==> src/rtl/mem_stage_requester.sv <==
// MEM-stage initiator: turns a one-cycle load/store request into a req/ack
// transaction toward a variable-latency data memory, stalling the pipeline meanwhile.
module mem_stage_requester #(
  parameter logic [31:0] BASE_ADDR = 32'd1024,
  parameter int          DEPTH     = 64,
  parameter int          ADDR_W    = 6,
  parameter int          TIMEOUT   = 16
) (
  input  logic              clk,
  input  logic              rst,
  input  logic [31:0]       alu_res,
  input  logic [31:0]       val_rm,
  input  logic              mem_r_en,
  input  logic              mem_w_en,
  output logic              freeze,
  output logic [31:0]       res_data,
  output logic              bus_req,
  output logic              bus_we,
  output logic [ADDR_W-1:0] bus_addr,
  output logic [31:0]       bus_wdata,
  input  logic              bus_ack,
  input  logic [31:0]       bus_rdata,
  output logic              err_range,
  output logic              err_timeout
);

  // state | meaning
  // IDLE  | waiting for a load/store from the pipeline
  // REQ   | bus_req asserted, waiting for bus_ack or timeout
  // DONE  | one-cycle release so the pipeline advances past the finished access
  typedef enum logic [1:0] {IDLE, REQ, DONE} state_t;

  localparam int CNT_W = $clog2(TIMEOUT) + 1;
  localparam logic [CNT_W-1:0] TO_LAST = CNT_W'(TIMEOUT - 1);

  state_t           state_q, state_d;
  logic [CNT_W-1:0] wait_cnt;
  logic [31:0]      off;
  logic [29:0]      word;
  logic [1:0]       unused_lsb;
  logic             in_range;
  logic             req_any;
  logic             timed_out;

  assign off        = alu_res - BASE_ADDR;
  assign word       = off[31:2];
  assign unused_lsb = off[1:0];
  assign in_range   = (alu_res >= BASE_ADDR) && (word < 30'(DEPTH));
  assign req_any    = mem_r_en | mem_w_en;
  assign timed_out  = (wait_cnt == TO_LAST);

  always_ff @(posedge clk or negedge rst) begin
    if (!rst) state_q <= IDLE;
    else      state_q <= state_d;
  end

  always_comb begin
    state_d = state_q;
    freeze  = 1'b0;
    case (state_q)
      IDLE: begin
        freeze = req_any;
        if (req_any) state_d = in_range ? REQ : DONE;
      end
      REQ: begin
        freeze = 1'b1;
        if (bus_ack || timed_out) state_d = DONE;
      end
      DONE:    state_d = IDLE;
      default: state_d = IDLE;
    endcase
    // The request inputs may already be live while reset is held.
    if (!rst) freeze = 1'b0;
  end

  always_ff @(posedge clk or negedge rst) begin
    if (!rst) begin
      bus_req     <= 1'b0;
      bus_we      <= 1'b0;
      bus_addr    <= '0;
      bus_wdata   <= '0;
      res_data    <= '0;
      err_range   <= 1'b0;
      err_timeout <= 1'b0;
      wait_cnt    <= '0;
    end else begin
      case (state_q)
        IDLE: begin
          if (req_any) begin
            if (in_range) begin
              bus_req   <= 1'b1;
              bus_addr  <= word[ADDR_W-1:0];
              bus_wdata <= val_rm;
              bus_we    <= mem_w_en;
              wait_cnt  <= '0;
            end else begin
              err_range <= 1'b1;
              res_data  <= '0;
            end
          end
        end
        REQ: begin
          // Ack takes priority over a timeout landing on the same edge.
          if (bus_ack) begin
            bus_req  <= 1'b0;
            res_data <= bus_we ? 32'd0 : bus_rdata;
          end else if (timed_out) begin
            bus_req     <= 1'b0;
            err_timeout <= 1'b1;
            res_data    <= '0;
          end else begin
            wait_cnt <= wait_cnt + 1'b1;
          end
        end
        default: ;
      endcase
    end
  end

endmodule

==> config.mk <==
export PLATFORM = sky130hd
export DESIGN_NAME = mem_stage_requester
export DESIGN_NICKNAME = d
export VERILOG_FILES = /design/src/rtl/mem_stage_requester.sv
export SDC_FILE = /design/constraint.sdc
export NUM_CORES = 1
export LEC_CHECK = 0
export CORE_MARGIN = 10
export CORE_UTILIZATION = 45
export DETAILED_ROUTE_END_ITERATION = 12
export GPL_TIMING_DRIVEN = 0
export PLACE_DENSITY_LB_ADDON = 0.1
export SKIP_LAST_GASP = 1
export SLEW_MARGIN = 20
export SYNTH_ARGS = -nofsm -noshare
export SYNTH_HDL_FRONTEND = slang
export SYNTH_SLANG_ARGS = --single-unit
==> constraint.sdc <==
create_clock -name clk -period 3.5 [get_ports clk]
set_clock_uncertainty 0.15 [all_clocks]
set_input_delay 0.7 -clock clk [delete_from_list [all_inputs] [get_ports clk]]
set_output_delay 0.7 -clock clk [all_outputs]
set_load 0.02 [all_outputs]
==> results of run 1 <==
-- power groups by stage --
stage	sequential (W)	combinational [W]	clock (W)
2_1_floorplan	0.000955	0.0000598	0
3_3_place_gp	0.000955	0.000211	0
3_5_place_dp	0.000955	0.000218	0
4_1_cts	0.000936	0.000220	0.000912
5_1_grt	0.000937	0.000239	0.000950
6_report	0.000936	0.000218	0.000896
-- cells in the mapped netlist (4+ instances only) --
library cell   n  area share
a211oi_1      32       0.064
a21oi_1       67       0.089
and2_1         4      0.0067
buf_6          4       0.012
clkbuf_1      16       0.016
dfrtp_1       81        0.54
inv_1          4      0.0040
mux2_2         4       0.012
mux2_4        34        0.14
nand2_1        7      0.0070
nand4_1        4      0.0067
nor2_1         8      0.0080
nor2b_1        4      0.0067
nor3_1         5      0.0067
o21ai_0        4      0.0053
-- area by class of cell --
| class | instances | area, sq um | area share |
|---|---|---|---|
| inverters | 4 | 15.0 | 0.00254 |
| well taps | 105 | 131 | 0.0222 |
| multi-input cells | 206 | 1610 | 0.272 |
| clock buffers | 10 | 128 | 0.0216 |
| repair buffers | 174 | 1760 | 0.297 |
| plain buffers | 20 | 105 | 0.0178 |
| clock inverters | 6 | 138 | 0.0233 |
| flip-flops and latches | 81 | 2030 | 0.343 |
-- sequential cells by signal (all words and copies together) (netlist names) --
| register | cells |
|---|---|
| bus_addr | 6 |
| bus_req | 1 |
| bus_wdata | 32 |
| bus_we | 1 |
| err_range | 1 |
| err_timeout | 1 |
| res_data | 32 |
| state_q | 2 |
| wait_cnt | 5 |
-- per-stage QoR --
step           instance area [sq um]  hold WS [ns]  power (W)  utilization
3_3_place_gp                    5620         0.305    0.00117        0.687
3_5_place_dp                    5640         0.296    0.00117        0.690
4_1_cts                         5910         0.188    0.00207        0.722
2_1_floorplan                   3750         0.254    0.00102            -
6_report                        5910         0.178    0.00205        0.722
5_1_grt                         5910         0.201    0.00213        0.722
-- routing by layer --
layer	wire, um	vias to the layer above	track usage
met1	4620	1515	0.208
met4	220	0	0.0643
met5	0	-	0
met3	1210	16	0.0904
li1	-	1526	-
met2	5160	116	0.272
-- layout by cell type (no fill, tap or decap), drive strengths merged, types with 2 or more instances in the layout --
master         Yosys  layout
clkdlybuf4s50      0     172
dfrtp             81      81
a21oi             67      67
mux2              38      38
a211oi            32      32
clkbuf            16      26
nor2               8       8
nand2              7       7
nor3               7       7
buf                4       6
inv                4       5
nand4              5       5
nor2b              4       4
o21ai              4       4
and2               4       4
bufinv             0       4
nor4               4       4
nand4b             3       3
a21o               3       3
nor3b              2       2
a211o              2       2
nand3              2       2
nor4b              2       2
a31o               2       2
xnor2              2       2
ha                 2       2
-- worst max-delay path, cell delays in order --
cell,delay (ns)
clkdlybuf4s50_1,0.50
nor3_1,0.07
nor3b_1,0.20
clkdlybuf4s50_1,0.66
-- cell families after synthesis --
kind of cell    synth area share
simple gates              0.0850
xor+xnor                 0.00700
fa+ha+maj                0.00667
compound gates             0.181
mux                        0.148
flops                      0.540
buf+inv                   0.0320
-- final timing paths --
kind | slack, ns | startpoint | cells past startpoint | to
max | 0.51 | mem_r_en | 4 | freeze
max reg2reg | 0.99 | wait_cnt[0] | 9 | res_data[31]
min in group clk | 0.32 | err_range | 1 | err_range
min | 0.18 | rst | 1 | bus_wdata[30]
max in group asynchronous | 2.45 | rst | 2 | res_data[13]
min reg2reg | 0.32 | err_range | 1 | err_range
==> summary.md, run 1 <==
| Metric | Value |
|---|---|
| Via/cell ratio | 5.24 |
| Setup Total Neg Slack | 0 ns |
| Count of distinct cell types in the synthesized netlist | 34 |
| Violation count after the first detailed-route iteration | 79 |
| Min Tclk post-route | 2.99 ns |
| Overall track demand over capacity in global routing | 0.177 |
| Deepest level of the CTS H-tree | 3 |
| Critical-path maximum fanout | 3 |
| Pins over their slew limit | 0 |
| Antenna violations before repair | 0 |
| Crit Path Category | input port to output pin |
| Insertion delay of the later-clocked pin in the worst-skew pair | 0.34 ns |
| Clock-pin slew reported for the worst setup and hold paths after clock tree synthesis | 0.07 ns |
| Synth Net Count | 414 |
| Most used DFF post-synth | dfrtp_1 |
| Post-cts repair resize count | 0 |
| Floorplan die width | 111 um |
| DRC violations left | 0 |
| Internal power component | 0.00161 W |
| Relative slew margins | 0.621 |
| Remaining global-route overflow | 0 |
| Post-Syn Area | 0.00375 sq mm |
| Sequential power share | 0.457 |
| Die area | 0.0124 sq mm |
| Number of global-route vias before repair | 3,489 |
| Period Utilization, post-route | 0.855 |
| Pin count of the biggest net entering global routing | 45 |
| Clock tree from TritonCTS | done |
| Port-buffer cells | 173 |
| Data arrival, critical path | 2.14 ns |
| Highest attainable clock frequency | 334 MHz |
| ANT nets after route | 0 |
| Number of standard cells in the final layout excluding fillers | 606 |
| Clock group share of total power | 0.437 |
| Antenna Diode Count | 0 |
| Result of the run | completed |
| Unrepaired setup endpoints after global routing | false |
| Sequential-to-total area share from yosys stat | 0.540 |
| Count of mapped cells out of synthesis | 311 |
| Fraction of power spent switching nets | 0.213 |
| Post-CTS setup buffers | 0 |
| Min-Delay Path Class | input port to async pin |
| Minimum setup slack in the final design | 0.509 ns |
| Critical path startpoint category | input port |
| Worst Tran Pin Value | 0.565 ns |
| Combinational fraction of design power | 0.106 |
| Count of nets after finishing | 599 |
| Total net switching power | 0.000437 W |
| Pre-CTS setup slack | 0.217 ns |
| Count of clock tree sinks | 81 |
| Via count | 3,173 |
| Filler cell count in the final layout | 627 |
| Detail Placement HPWL | 8700 um |
| Number of enable-type register cells in the synthesized netlist | 0 |
| Routed WL | 11,200 um |
| Share of async-settable or async-resettable flops after synthesis | 1.00 |
| Leak pwr | 2.61 nW |
| Fraction of final layout cells sized beyond drive strength 1 | 0.130 |
| Final setup violation count | 0 |
| Hold Vio Cnt, Final | 0 |
| Category of the worst setup path capture point | output pin |
| Starting density of the core | 0.459 |
| Site Rows | 33 |
| Root Driver | clkbuf_8 |
| Largest buffer count on any clock path | 2 |
| Mapped Avg Cell Area | 12.1 sq um |
| Placed insts | 590 |
| Die extent in y | 111 um |
| Number of I/O pins | 176 |
| Area growth from synthesis to layout | 57.4% |
| Number of hold buffers added after CTS | 0 |
| Max IR drop VDD | 0.000214 V |
| Number of clock buffers inserted by TritonCTS | 9 |
| Power per cell area | 347 mW/mm^2 |
| First-pass GRT wire length | 18,200 um |
| Syn. warnings | 0 |
| Gp weighted congestion | 0.746 |
| Required time reported for the critical path endpoint | 2.65 ns |
| Drt wl/cell | 18.5 um |
| Max capacitance violation total | 0 |
| Post-synthesis register bit count | 81 |
| Floorplan core area | 0.00818 sq mm |
| Drt first pass iters | 4 |
(Power assumes the default switching activity.)
==> run 2, diff against run 1 <==
Settings changed: SETUP_SLACK_MARGIN from default to 0.05.
==> results of run 2 <==
The final DEF is identical to that of run 1; final timing and power are the same.
==> run 3, diff against run 2 <==
Settings changed: RECOVER_POWER from default to 50, SKIP_LAST_GASP 1 to default.
==> run 3 against run 2 <==
Compared with the run above:
- the run now ends with max-capacitance violations, max-slew violations left
- worst setup slack about the same
- sequential share of layout area rose by 0.087 points
- clock power barely moved
- combinational power about the same
- clock-buffer cell count unchanged
- largest cell class unchanged
==> summary.md, run 3 (same netlist as run 1, synthesis figures left out) <==
| Metric | Value |
|---|---|
| Result of the run | finished with violations |
| Violated checks | max-capacitance violations, max-slew violations |
| Crit Path Category | input port to output pin |
| Pin count of the biggest net entering global routing | 45 |
| Die area | 0.0124 sq mm |
| Count of clock tree sinks | 81 |
| Power per cell area | 348 mW/mm^2 |
| Floorplan core area | 0.00818 sq mm |
| Insertion delay of the later-clocked pin in the worst-skew pair | 0.34 ns |
| Max capacitance violation total | 1 |
| Highest cell delay on the worst timing path | 0.66 ns |
| Starting density of the core | 0.459 |
| Drt first pass iters | 4 |
| Overall track demand over capacity in global routing | 0.177 |
| Critical path startpoint category | input port |
| Min-Delay Path Class | input port to async pin |
| Floorplan die width | 111 um |
| Final setup violation count | 0 |
| Number of global-route vias before repair | 3,489 |
| Combinational fraction of design power | 0.105 |
| Pins over their slew limit | 45 |
| Count of nets after finishing | 599 |
| Fraction of power spent switching nets | 0.213 |
| Final Hold Slack | 0.163 ns |
| Highest attainable clock frequency | 334 MHz |
| Commonest non-fill, non-tap cell in the layout | clkdlybuf4s50_1 |
| Data arrival, critical path | 2.14 ns |
| ANT nets after route | 0 |
| Hold Vio Cnt, Final | 0 |
| Number of I/O pins | 176 |
| Post-cts repair resize count | 0 |
| Top Family by Delay on Critical Path | buffers and inverters |
| Post-CTS setup buffers | 0 |
| Required time reported for the critical path endpoint | 2.65 ns |
| Via count | 3,184 |
| Total net switching power | 0.000437 W |
| Placed insts | 590 |
| Clock group share of total power | 0.437 |
| Relative slew margins | -0.313 |
| Largest buffer count on any clock path | 2 |
| Leading cell types in the layout, fill and taps excluded | 136 x clkdlybuf4s50_1, 81 x dfrtp_1, 67 x a21oi_1 |
| Internal power component | 0.00161 W |
| DRC violations left | 0 |
| Deepest level of the CTS H-tree | 3 |
| Count of buffering cells on the critical path with inverters included | 2 |
| Sequential power share | 0.457 |
| Fraction of final layout cells sized beyond drive strength 1 | 0.128 |
| Area growth from synthesis to layout | 57.0% |
| Clock-pin slew reported for the worst setup and hold paths after clock tree synthesis | 0.07 ns |
| Leak pwr | 2.74 nW |
| Critical-path maximum fanout | 3 |
| Antenna Diode Count | 0 |
| Pre-CTS setup slack | 0.217 ns |
| Remaining global-route overflow | 0 |
| Min Tclk post-route | 2.99 ns |
| Number of hold buffers added after CTS | 0 |
| Root Driver | clkbuf_8 |
| Number of clock buffers inserted by TritonCTS | 9 |
| Most frequent cell on the critical path | clkdlybuf4s50_1 |
| Site Rows | 33 |
| CP Cell Sequence | clkdlybuf4s50_1 > nor3_1 > nor3b_1 > clkdlybuf4s50_1 |
| Largest registers ranked by flip-flop count | bus_wdata x32, res_data x32, bus_addr x6 |
| Routed WL | 11,200 um |
| Violation count after the first detailed-route iteration | 68 |
| Minimum setup slack in the final design | 0.509 ns |
| Setup Total Neg Slack | 0 ns |
| Critical-path cell with the highest stage delay | clkdlybuf4s50_1 |
| Unrepaired setup endpoints after global routing | false |
| Flop2flop setup slack | 0.98 ns |
| Die extent in y | 111 um |
| Max IR drop VDD | 0.000214 V |
| Detail Placement HPWL | 8700 um |
| Antenna violations before repair | 0 |
| Category of the worst setup path capture point | output pin |
| Via/cell ratio | 5.25 |
| Gp weighted congestion | 0.746 |
| Drt wl/cell | 18.5 um |
| First-pass GRT wire length | 18,200 um |
| Port-buffer cells | 173 |
| Clock tree from TritonCTS | done |
| Period Utilization, post-route | 0.855 |
| Worst Tran Pin Value | 1.97 ns |
| Number of standard cells in the final layout excluding fillers | 606 |
==> run 3: cell types whose count changed in the layout (fill, tap and decap cells not counted), sizes merged <==
cell / delta
clkdlybuf4s50: -36
dlygate4sd3: +36
buf: -1
dlymetal6s4s: +1
==> run 3: per-layer routing <==
metal  global-route usage  wire (um)  vias up
li1                     -          -     1529
met1                0.208       4640     1521
met2                0.272       5150      118
met3               0.0904       1200       16
met4               0.0643        220        0
met5                    0          0        -
==> run 3: final cells by class <==
cell class              count  area [sq um]
fillers                   629          2280
flip-flops and latches     81          2030
repair buffers            174          1740
multi-input cells         206          1610
clock inverters             6           138
well taps                 105           131
clock buffers              10           128
plain buffers              20           105
inverters                   4          15.0
==> run 3: final timing paths <==
check,from,endpoint,depth (start not counted)
worst max-delay path,mem_r_en,freeze,4
min in group clk,err_range,err_range,1
worst max register to register,wait_cnt[0],res_data[31],9
max in group asynchronous,rst,res_data[13],2
worst min register to register,err_range,err_range,1
worst min-delay path,rst,bus_wdata[30],1
==> run 3: power groups by stage <==
| stage | registers [W] | clock network [W] | logic [W] |
|---|---|---|---|
| 2_1_floorplan | 0.000955 | 0 | 0.0000598 |
| 3_3_place_gp | 0.000955 | 0 | 0.000211 |
| 3_5_place_dp | 0.000955 | 0 | 0.000218 |
| 4_1_cts | 0.000936 | 0.000912 | 0.000220 |
| 5_1_grt | 0.000937 | 0.000950 | 0.000236 |
| 6_report | 0.000936 | 0.000896 | 0.000215 |
==> run 3: stage by stage <==
stage                     cell area (sq um)  power (W)   util
after floorplan                        3750    0.00102      -
after global placement                 5620    0.00117  0.687
after detailed placement               5640    0.00117  0.690
after CTS                              5910    0.00207  0.722
after global routing                   5890    0.00212  0.721
final                                  5890    0.00205  0.721
